--- config.mk ---
export PLATFORM = sky130hd
export DESIGN_NAME = tdp_port_arbiter_flat
export DESIGN_NICKNAME = d
export VERILOG_FILES = /design/src/rtl/tdp_arb_pkg.sv /design/src/rtl/tdp_port_arbiter_if.sv /design/src/rtl/tdp_arb_tag_fifo.sv /design/src/rtl/tdp_port_arbiter.sv /design/src/flat_wrapper.sv
export SDC_FILE = /design/constraint.sdc
export NUM_CORES = 1
export LEC_CHECK = 0
export BUFFER_PORTS_ARGS = -buffer_cell sky130_fd_sc_hd__buf_2
export CORE_UTILIZATION = 39
export CTS_BUF_LIST = sky130_fd_sc_hd__clkbuf_4 sky130_fd_sc_hd__clkbuf_8
export DETAILED_ROUTE_END_ITERATION = 6
export HOLD_SLACK_MARGIN = 0.15
export PLACE_DENSITY = 0.92
export SYNTH_ARGS = -nofsm -noshare
export SYNTH_HDL_FRONTEND = slang
export SYNTH_SLANG_ARGS = --single-unit
--- constraint.sdc ---
create_clock -name clk -period 8 [get_ports clk]
set_input_delay 0.4 -clock clk [delete_from_list [all_inputs] [get_ports clk]]
set_output_delay 0.4 -clock clk [all_outputs]
set_load 0.005 [all_outputs]
--- src/rtl/tdp_arb_pkg.sv ---
// Shared types, constants and the round-robin search helper for tdp_port_arbiter.
package tdp_arb_pkg;

  localparam int ARB_W_DATA = 16;
  localparam int ARB_W_ADDR = 16;

  localparam logic CTRL_WR = 1'b1;
  localparam logic CTRL_RD = 1'b0;

  typedef struct packed {
    logic                  ctrl;
    logic [ARB_W_DATA-1:0] data;
    logic [ARB_W_ADDR-1:0] addr;
  } req_t;

  typedef enum logic {
    ST_UNLOCKED = 1'b0,
    ST_LOCKED   = 1'b1
  } lock_state_e;

  // First set bit of mask at or after ptr, searching cyclically over n entries.
  // Returns ptr when mask is empty; callers qualify the result with |mask.
  function automatic logic [2:0] rr_pick(input logic [7:0] mask, input logic [2:0] ptr,
                                         input int n);
    logic [2:0] sel;
    logic       found;
    int         idx;
    sel   = ptr;
    found = 1'b0;
    for (int k = 0; k < 8; k++) begin
      idx = (int'(ptr) + k) % n;
      if (k < n && !found && mask[idx[2:0]]) begin
        sel   = idx[2:0];
        found = 1'b1;
      end
    end
    return sel;
  endfunction

endpackage

--- src/rtl/tdp_port_arbiter_if.sv ---
// Requester-side and memory-port-side handshake bundle for tdp_port_arbiter.
interface tdp_port_arbiter_if #(
  parameter int N      = 2,
  parameter int W_DATA = 16,
  parameter int W_ADDR = 16
);
  localparam int RW = 1 + W_DATA + W_ADDR;

  logic [N-1:0]      req_valid;
  logic [N-1:0]      req_ready;
  logic [N*RW-1:0]   req_data;
  logic              mem_req_valid;
  logic              mem_req_ready;
  logic [RW-1:0]     mem_req_data;
  logic              mem_resp_valid;
  logic              mem_resp_ready;
  logic [W_DATA-1:0] mem_resp_data;
  logic [N-1:0]      dout_valid;
  logic [N-1:0]      dout_ready;
  logic [W_DATA-1:0] dout_data;

  modport slave (
    input  req_valid, req_data, mem_req_ready, mem_resp_valid, mem_resp_data, dout_ready,
    output req_ready, mem_req_valid, mem_req_data, mem_resp_ready, dout_valid, dout_data
  );

  modport master (
    output req_valid, req_data, mem_req_ready, mem_resp_valid, mem_resp_data, dout_ready,
    input  req_ready, mem_req_valid, mem_req_data, mem_resp_ready, dout_valid, dout_data
  );
endinterface

--- src/rtl/tdp_arb_tag_fifo.sv ---
// Register-based FIFO of requester IDs for outstanding reads, oldest at head.
module tdp_arb_tag_fifo #(
  parameter int DEPTH = 4,
  parameter int IDW   = 2,
  localparam int PW   = $clog2(DEPTH),
  localparam int CW   = $clog2(DEPTH) + 1
) (
  input  logic           clk,
  input  logic           rst,
  input  logic           push,
  input  logic           pop,
  input  logic [IDW-1:0] din,
  output logic           full,
  output logic           empty,
  output logic [IDW-1:0] head,
  output logic [CW-1:0]  count
);

  logic [PW-1:0]  wr_ptr_q, wr_ptr_d;
  logic [PW-1:0]  rd_ptr_q, rd_ptr_d;
  logic [CW-1:0]  count_q, count_d;
  logic [IDW-1:0] mem_q [DEPTH];
  logic           do_push, do_pop;

  assign full    = (count_q == CW'(DEPTH));
  assign empty   = (count_q == '0);
  assign do_push = push && !full;
  assign do_pop  = pop && !empty;

  always_comb begin
    wr_ptr_d = do_push ? wr_ptr_q + 1'b1 : wr_ptr_q;
    rd_ptr_d = do_pop  ? rd_ptr_q + 1'b1 : rd_ptr_q;
    count_d  = count_q;
    case ({do_push, do_pop})
      2'b10:   count_d = count_q + 1'b1;
      2'b01:   count_d = count_q - 1'b1;
      default: count_d = count_q;
    endcase
  end

  always_ff @(posedge clk or negedge rst) begin
    if (!rst) begin
      wr_ptr_q <= '0;
      rd_ptr_q <= '0;
      count_q  <= '0;
    end else begin
      wr_ptr_q <= wr_ptr_d;
      rd_ptr_q <= rd_ptr_d;
      count_q  <= count_d;
    end
  end

  // Storage holds no control state, so it is left out of reset.
  always_ff @(posedge clk) begin
    if (do_push) mem_q[wr_ptr_q] <= din;
  end

  assign head  = mem_q[rd_ptr_q];
  assign count = count_q;

endmodule

--- src/rtl/tdp_port_arbiter.sv ---
// Round-robin N:1 arbiter for a tdp_port with in-order read-data return routing.
// Optional counters enabled by defining TDP_PORT_ARBITER_STATS_EN.
module tdp_port_arbiter
  import tdp_arb_pkg::*;
#(
  parameter int N         = 2,
  parameter int W_DATA    = 16,
  parameter int W_ADDR    = 16,
  parameter int TAG_DEPTH = 4
) (
  input  logic              clk,
  input  logic              rst,
  tdp_port_arbiter_if.slave bus
`ifdef TDP_PORT_ARBITER_STATS_EN
  ,
  output logic [N*32-1:0]   grant_cnt,
  output logic [31:0]       stall_cnt
`endif
);

  localparam int RW = 1 + W_DATA + W_ADDR;
  localparam int IW = $clog2(N);
  localparam int CW = $clog2(TAG_DEPTH) + 1;

  lock_state_e   state_q, state_d;
  logic [IW-1:0] grant_q, grant_d;
  logic [IW-1:0] rr_ptr_q, rr_ptr_d;
  logic [IW-1:0] pick, grant, head;
  logic [N-1:0]  ctrl_vec, eligible;
  logic [CW-1:0] tag_count;
  logic          fifo_full, fifo_empty;
  logic          any_elig, mem_hs, push, pop, resp_ready;

  always_comb begin
    ctrl_vec = '0;
    eligible = '0;
    for (int i = 0; i < N; i++) begin
      ctrl_vec[i] = bus.req_data[i*RW + RW-1];
      eligible[i] = bus.req_valid[i] && (ctrl_vec[i] == CTRL_WR || !fifo_full);
    end
  end

  assign any_elig = |eligible;
  assign pick     = IW'(rr_pick(8'(eligible), 3'(rr_ptr_q), N));
  assign grant    = (state_q == ST_LOCKED) ? grant_q : pick;

  // Outputs are gated by rst so they drop the moment reset asserts.
  assign bus.mem_req_valid = rst && (state_q == ST_LOCKED || any_elig);
  assign bus.mem_req_data  = bus.req_data[int'(grant)*RW +: RW];
  assign mem_hs            = bus.mem_req_valid && bus.mem_req_ready;
  assign push              = mem_hs && (bus.mem_req_data[RW-1] == CTRL_RD);

  always_comb begin
    bus.req_ready = '0;
    if (bus.mem_req_valid) bus.req_ready[grant] = bus.mem_req_ready;
  end

  // A stalled request pins the grant so the presented request never changes.
  always_comb begin
    state_d  = state_q;
    grant_d  = grant_q;
    rr_ptr_d = rr_ptr_q;
    case (state_q)
      ST_UNLOCKED: if (bus.mem_req_valid && !bus.mem_req_ready) begin
        state_d = ST_LOCKED;
        grant_d = grant;
      end
      ST_LOCKED: if (mem_hs) state_d = ST_UNLOCKED;
      default: state_d = ST_UNLOCKED;
    endcase
    if (mem_hs) rr_ptr_d = (grant == IW'(N-1)) ? '0 : grant + 1'b1;
  end

  always_ff @(posedge clk or negedge rst) begin
    if (!rst) begin
      state_q  <= ST_UNLOCKED;
      grant_q  <= '0;
      rr_ptr_q <= '0;
    end else begin
      state_q  <= state_d;
      grant_q  <= grant_d;
      rr_ptr_q <= rr_ptr_d;
    end
  end

  tdp_arb_tag_fifo #(
    .DEPTH (TAG_DEPTH),
    .IDW   (IW)
  ) u_tag_fifo (
    .clk   (clk),
    .rst   (rst),
    .push  (push),
    .pop   (pop),
    .din   (grant),
    .full  (fifo_full),
    .empty (fifo_empty),
    .head  (head),
    .count (tag_count)
  );

  assert property (@(posedge clk) disable iff (!rst) tag_count <= CW'(TAG_DEPTH));

  // Responses with nothing outstanding are held off rather than dropped.
  assign resp_ready         = rst && !fifo_empty && bus.dout_ready[head];
  assign bus.mem_resp_ready = resp_ready;
  assign bus.dout_data      = bus.mem_resp_data;
  assign pop                = bus.mem_resp_valid && resp_ready;

  always_comb begin
    bus.dout_valid = '0;
    if (rst && !fifo_empty) bus.dout_valid[head] = bus.mem_resp_valid;
  end

`ifdef TDP_PORT_ARBITER_STATS_EN
  logic [N*32-1:0] grant_cnt_q, grant_cnt_d;
  logic [31:0]     stall_cnt_q, stall_cnt_d;

  function automatic logic [31:0] sat_inc(input logic [31:0] v);
    return (&v) ? v : v + 32'd1;
  endfunction

  always_comb begin
    grant_cnt_d = grant_cnt_q;
    if (mem_hs)
      grant_cnt_d[int'(grant)*32 +: 32] = sat_inc(grant_cnt_q[int'(grant)*32 +: 32]);
    stall_cnt_d = (fifo_full && |(bus.req_valid & ~ctrl_vec)) ? sat_inc(stall_cnt_q)
                                                              : stall_cnt_q;
  end

  always_ff @(posedge clk or negedge rst) begin
    if (!rst) begin
      grant_cnt_q <= '0;
      stall_cnt_q <= '0;
    end else begin
      grant_cnt_q <= grant_cnt_d;
      stall_cnt_q <= stall_cnt_d;
    end
  end

  assign grant_cnt = grant_cnt_q;
  assign stall_cnt = stall_cnt_q;
`endif

endmodule
--- src/flat_wrapper.sv ---
// flat-port wrapper written by rule: the top's interface ports become plain ports
module tdp_port_arbiter_flat import tdp_arb_pkg::*;
#(
  parameter int N         = 2,
  parameter int W_DATA    = 16,
  parameter int W_ADDR    = 16,
  parameter int TAG_DEPTH = 4
)
  (clk, rst, bus_req_valid, bus_req_data, bus_mem_req_ready, bus_mem_resp_valid, bus_mem_resp_data, bus_dout_ready, bus_req_ready, bus_mem_req_valid, bus_mem_req_data, bus_mem_resp_ready, bus_dout_valid, bus_dout_data);
  tdp_port_arbiter_if #(.N(N), .W_DATA(W_DATA), .W_ADDR(W_ADDR)) bus_i ();
  input  logic clk;
  input  logic rst;
  input wire logic [$bits(bus_i.req_valid)-1:0] bus_req_valid;
  input wire logic [$bits(bus_i.req_data)-1:0] bus_req_data;
  input wire logic [$bits(bus_i.mem_req_ready)-1:0] bus_mem_req_ready;
  input wire logic [$bits(bus_i.mem_resp_valid)-1:0] bus_mem_resp_valid;
  input wire logic [$bits(bus_i.mem_resp_data)-1:0] bus_mem_resp_data;
  input wire logic [$bits(bus_i.dout_ready)-1:0] bus_dout_ready;
  output wire logic [$bits(bus_i.req_ready)-1:0] bus_req_ready;
  output wire logic [$bits(bus_i.mem_req_valid)-1:0] bus_mem_req_valid;
  output wire logic [$bits(bus_i.mem_req_data)-1:0] bus_mem_req_data;
  output wire logic [$bits(bus_i.mem_resp_ready)-1:0] bus_mem_resp_ready;
  output wire logic [$bits(bus_i.dout_valid)-1:0] bus_dout_valid;
  output wire logic [$bits(bus_i.dout_data)-1:0] bus_dout_data;
  assign bus_i.req_valid = bus_req_valid;
  assign bus_i.req_data = bus_req_data;
  assign bus_i.mem_req_ready = bus_mem_req_ready;
  assign bus_i.mem_resp_valid = bus_mem_resp_valid;
  assign bus_i.mem_resp_data = bus_mem_resp_data;
  assign bus_i.dout_ready = bus_dout_ready;
  assign bus_req_ready = bus_i.req_ready;
  assign bus_mem_req_valid = bus_i.mem_req_valid;
  assign bus_mem_req_data = bus_i.mem_req_data;
  assign bus_mem_resp_ready = bus_i.mem_resp_ready;
  assign bus_dout_valid = bus_i.dout_valid;
  assign bus_dout_data = bus_i.dout_data;
  tdp_port_arbiter #(.N(N), .W_DATA(W_DATA), .W_ADDR(W_ADDR), .TAG_DEPTH(TAG_DEPTH)) u_core (.clk(clk), .rst(rst), .bus(bus_i));
endmodule
After elaboration in Yosys (flattened, before gate mapping):

Memories as Yosys holds them, arrays and structs flattened.
Cells that the tools add are included.

* register bits after elaboration: 10
* memory bits (writable): 4
* input port bits: 90
* output and inout port bits: 55
* logic and storage cells: 76
* memories: 1

* $add $sub $neg: 6
* multipliers: 1
* magnitude comparators: 6
* equality and inequality tests: 3
* shift operators: 1
* multiplexer cells: 22
* bitwise gates (word level): 5
* reduce and logical (&&, ||, !) cells: 25

Memory list
* u_core.u_tag_fifo.mem_q: words 4, bits a word 1, rd ports 1, clocked after memory_dff 0, write ports 1, line tdp_arb_tag_fifo.sv:22 `logic [IDW-1:0] mem_q [DEPTH];`

Operators by type and width (number)
* indexed part select 66 x 32 -> 33 bit: 1
* 2-to-1 mux 1 bit: 15
* logical AND 1 bit: 14
* multiplier 1 x 6 -> 7 bit, second input constant: 1
* one-hot mux 3 bit (2 select lines): 1
* adder 2 x 1 -> 2 bit, second input constant: 2
* AND 2 bit: 2
* logical NOT 1 bit: 4
* < comparator 1 x 2 -> 1 bit, second input constant: 2
* < comparator 1 x 4 -> 1 bit, second input constant: 1
* < comparator 3 x 4 -> 1 bit, second input constant: 1
* 2-to-1 mux 2 bit: 2
* adder 3 x 1 -> 3 bit, second input constant: 1
* equality test 3 bit, second input constant: 1
* logical NOT 3 bit: 1
* logical OR 1 bit: 3
* subtractor 3 x 1 -> 3 bit, second input constant: 1
* adder 1 bit, second input constant: 2
* binary-select mux 1 bit (select 2 bit): 1
* demux 1 bit (select 1 bit): 2
* equality test 2 x 1 -> 1 bit, second input constant: 1
* equality test 2 bit, second input constant: 1
* >= comparator 1 bit, second input constant: 2
* inverter 1 bit: 2
* 5 further kinds: 5

Logic depth before layout (Yosys ltp):

* depth in word-level cells: 18
* mapped depth: 10
* mapped depth without buffers: 10

By module:

Synthesis repeated with hierarchy kept, for this count alone.

* cells, all modules: 127
* area, all modules: 1430.1 µm²

By module, submodules not included
* tdp_port_arbiter: times used 1, cells each 84, area an instance 848.3 µm², sequential area each 75.1 µm²
* tdp_arb_tag_fifo: times used 1, cells each 43, area an instance 581.8 µm², sequential area each 295.3 µm²

Worst setup path before layout:

No wires, ideal clock.

* path kind: flip-flop to flip-flop
* start point: reg u_core.u_tag_fifo.count_q[0] (netlist: u_core.u_tag_fifo.count[0])
* end point: reg u_core.u_tag_fifo.count_q[2] (netlist: u_core.u_tag_fifo.count[2])
* library setup time: 0.079 ns
* arrival: 2.617 ns
* required time: 7.921 ns
* path slack: 5.304 ns
* cell stages (with the launch flop): 11
* buffers on the path: 0
* clock period less this slack: 2.696 ns
* cell sequence: dfrtp_1 > or3b_2 > o21ai_0 > a211oi_1 > mux2i_4 > ha_1 > inv_1 > fa_1 > xor2_1 > nor2_1 > xor2_1

* longest elaborated chain between the ends: 18
* elaborated cells on any way between the ends: 36
* those cells by class: add/sub: 2; mul: 1; eq/ne: 3; shift: 1; mux: 8; bitwise: 1; reduce/logical: 20

RTL lines
* start: declaration: line tdp_arb_tag_fifo.sv:21 `logic [CW-1:0] count_q, count_d;`
* start signal: assignment: line tdp_arb_tag_fifo.sv:49 `count_q <= count_d;`
* equality test 3 bit: line tdp_arb_tag_fifo.sv:25 `assign full = (count_q == CW'(DEPTH));`
* logical NOT 1 bit: line tdp_arb_tag_fifo.sv:27, tdp_port_arbiter.sv:39
* logical OR 1 bit: line tdp_port_arbiter.sv:39 `eligible[i] = bus.req_valid[i] && (ctrl_vec[i] == CTRL_WR || !fifo_full);`
* logical AND 1 bit: line tdp_port_arbiter.sv:39
* 2-to-1 mux 1 bit (not written as such) (2 in series): line tdp_arb_pkg.sv:32 `if (k < n && !found && mask[idx[2:0]]) begin`
* 2-to-1 mux 1 bit: line tdp_arb_pkg.sv:32
* logical NOT 1 bit: line tdp_arb_pkg.sv:32
* logical AND 1 bit: line tdp_arb_pkg.sv:32
* 2-to-1 mux 1 bit: line tdp_arb_pkg.sv:32
* 2-to-1 mux 1 bit: line tdp_port_arbiter.sv:45 `assign grant = (state_q == ST_LOCKED) ? grant_q : pick;`
* multiplier 1 x 6 -> 7 bit: line tdp_port_arbiter.sv:49 `assign bus.mem_req_data = bus.req_data[int'(grant)*RW +: RW];`
* indexed part select 66 x 32 -> 33 bit: line tdp_port_arbiter.sv:49
* inverter 1 bit: line tdp_port_arbiter.sv:51 `assign push = mem_hs && (bus.mem_req_data[RW-1] == CTRL_RD);`
* logical AND 1 bit: line tdp_port_arbiter.sv:51
* logical AND 1 bit: line tdp_arb_tag_fifo.sv:27 `assign do_push = push && !full;`
* equality test 2 x 1 -> 1 bit / equality test 2 bit (equally long branches): line tdp_arb_tag_fifo.sv:34 `case ({do_push, do_pop})`
* one-hot mux 3 bit (2 select lines) / nonzero test 2 bit (equally long branches)

Several ways; a longest one is shown, not always the timed one. The select of a mux whose other input is x is not followed.
A chain may end at the register's enable or synchronous reset.

Worst setup path in the final report:

Same ends and word-level chain as after synthesis.

==> flow_summary.ini <==
[critical_path]
reg2reg_slack_ps = 5010
cp_cell_sequence = or3b_2 > o21ai_0 > a211oi_1 > mux2i_4 > ha_1 > inv_1 > fa_1 > xor2_1 > nor2_1 > xor2_1
worstPathRequired_ps = 8200
cpPeakStageDelay_ps = 500
crit_slowest_cell = or3b_2
crit_path_start_kind = flip-flop
arrival_ps = 3190
crit_type = flip-flop to flip-flop
critPathMaxFanout = 7
cp-end-kind = flip-flop
cpMostUsedCell = xor2_1

[sta]
period_needed_ps = 2990
setup-violations-final = 0
whs_ps = 319
finalHoldViolations = 0
timing.final.crit_share = 0.373
worst_slack_ps = 5010
tns_ps = 0
slew_headroom = 0.648
max_freq_mhz = 335
finClkSkew_ps = 4.41
tightest_slew_ps = 522
rsz0062_at_grt = false
slew_violations = 0

[place]
portBuffers = 112
gp_congestion = 0.748
numPlacedInstances = 272
pre_cts_ws_ps = 5070
dpl.hpwl_um = 3040
placed_area_um2 = 1870

[detailed_routing]
wl_per_cell_um = 13.1
first_iter_violations = 23
postRouteWirelength_um = 3630
via_per_inst = 4.73
antenna_left = 0
drc = 0
first_pass_iters = 4
num_vias = 1309

[floorplan]
io_pins = 145
dieWidth_um = 61.6
die_area_um2 = 3790
start_util = 0.411
die_y_um = 61.6
placementRows = 21
core_um2 = 3360

[logic_synthesis]
syn_avg_cell_area_um2 = 10.5
yosysWarnings = 0
ys_ff_latch = 14
netlist_area_um2 = 1380
synth_cells = 132
syn_nets = 228
ys_seq_area_frac = 0.268
synth_cell_types = 32

[power_and_ir_drop]
ir_drop_uv = 179
cellLeakagePower_nw = 0.977
finalPower_mw = 0.455
power_density_nw_per_um2 = 237

[grt]
grt_antenna_before_repair = 0
grt_pass1_wl_um = 5060
grt_pass1_vias = 1167
grt_max_degree = 40
grt_overflow = 0
grtUsageTotal = 0.185

[cts]
clock_latency_ps = 280
cts_tree = done
htree_num_levels = 1
clock_sinks = 14
cts_root_buf = clkbuf_4
cts_resized = 0
hold_buffers = 1
post-cts-setup-buffer-count = 0
clk_pin_slew_ps = 90
clockBufferDepth = 2
numCtsBuffers = 3

[layout]
antenna_cells = 0
fin_util = 0.571
area_delta_synth_final_pct = 38.8
nNetsFinal = 328
final_area_um2 = 1920
post_layout_nonfiller_instances = 277
drive_gt1_frac = 0.693

[run]
cap_viol_max_count = 0

[hold_path]
hp-class = input pin to flip-flop

[outcome]
outcome = finished clean
-- state kept, by name (all words and copies together) (netlist names), named ones only --
signal                      cells
u_core.rr_ptr_q                 1
u_core.u_tag_fifo.mem_q         4
u_core.grant_q                  1
u_core.u_tag_fifo.count         3
u_core.u_tag_fifo.wr_ptr_q      2
u_core.u_tag_fifo.rd_ptr_q      2
-- worst max-delay path: cells and delay by family, from the launching register on --
family | cells | cell delay, ps
AND/OR/NAND/NOR | 2 | 620
adder cells (fa/ha/maj) | 2 | 620
multiplexers | 1 | 300
flip-flops | 1 | 450
buffers and inverters | 1 | 60
XOR/XNOR | 2 | 330
AO/OA/AOI/OAI | 2 | 520
-- layout by cell type (no fill, tap or decap), types with 3 or more instances in the layout --
cell type and n:
buf_2 112, clkbuf_4 3, dfrtp_1 10, edfxtp_1 4, ha_1 5, inv_1 9
mux2_2 34, nand2_1 4, nor2_1 9, nor2b_1 5, o21ai_0 3, xnor2_1 3
xor2_1 3
-- where the power goes --
| group | switching (mW) | internal [mW] | leakage [nW] | total [mW] |
|---|---|---|---|---|
| logic | 0.118 | 0.155 | 0.802 | 0.273 |
| registers | 0.0280 | 0.101 | 0.155 | 0.129 |
| clock network | 0.0250 | 0.0277 | 0.0210 | 0.0527 |
-- final cells by class --
class / instances / area, um2
clock buffer: 4 / 36.3
fill: 340 / 1440
inverter: 9 / 33.8
multi-input combinational: 90 / 845
sequential: 14 / 370
tap: 46 / 57.6
timing repair buffer: 114 / 578
-- routing by layer --
metal	part of all wire	routed length (um)	global-route usage	vias to the layer above
li1	-	-	-	640
met3	0.080	289	0.0525	4
met4	0.0069	25	0.0413	0
met2	0.52	1880	0.363	63
met5	0	0	0	-
met1	0.39	1430	0.194	602
-- synthesized netlist by cell type (all sizes together) --
master,instances,share of area
mux2,35,0.29
buf,19,0.098
dfrtp,10,0.18
inv,9,0.024
nor2,9,0.024
ha,5,0.045
nor2b,5,0.023
a21oi,4,0.031
edfxtp,4,0.087
nand2,4,0.011
o21ai,3,0.011
xnor2,3,0.019
xor2,3,0.019
a211oi,2,0.011
mux2i,2,0.024
nand3,2,0.0072
or3,2,0.0090
a21bo,1,0.0072
a31oi,1,0.0045
and2,1,0.0045
fa,1,0.014
mux4,1,0.016
nand2b,1,0.0045
nor4b,1,0.011
o22ai,1,0.0045
o41ai,1,0.0063
or3b,1,0.0063
or4b,1,0.0099
-- path summary, 6_finish.rpt --
| path | startpoint | end | cells after the start |
|---|---|---|---|
| setup reg to reg | u_core.u_tag_fifo.count[0]$_DFFE_PN0P_ | u_core.u_tag_fifo.count[2]$_DFFE_PN0P_ | 10 |
| hold reg to reg | u_core.u_tag_fifo.rd_ptr_q[1]$_DFFE_PN0P_ | u_core.u_tag_fifo.rd_ptr_q[1]$_DFFE_PN0P_ | 1 |
| max in group asynchronous | rst | u_core.u_tag_fifo.wr_ptr_q[0]$_DFFE_PN0P_ | 2 |
| setup / recovery | u_core.u_tag_fifo.count[0]$_DFFE_PN0P_ | u_core.u_tag_fifo.count[2]$_DFFE_PN0P_ | 10 |
| hold / removal | bus_mem_req_ready | flip-flop | 2 |
| min in group asynchronous | rst | u_core.u_tag_fifo.count[0]$_DFFE_PN0P_ | 2 |
-- cell families after synthesis --
group / share of synthesized area
xor+xnor: 0.0380
buf+inv: 0.122
fa+ha+maj: 0.0597
compound gates: 0.0750
flops: 0.268
mux: 0.327
simple gates: 0.110
(Power assumes the default switching activity.)
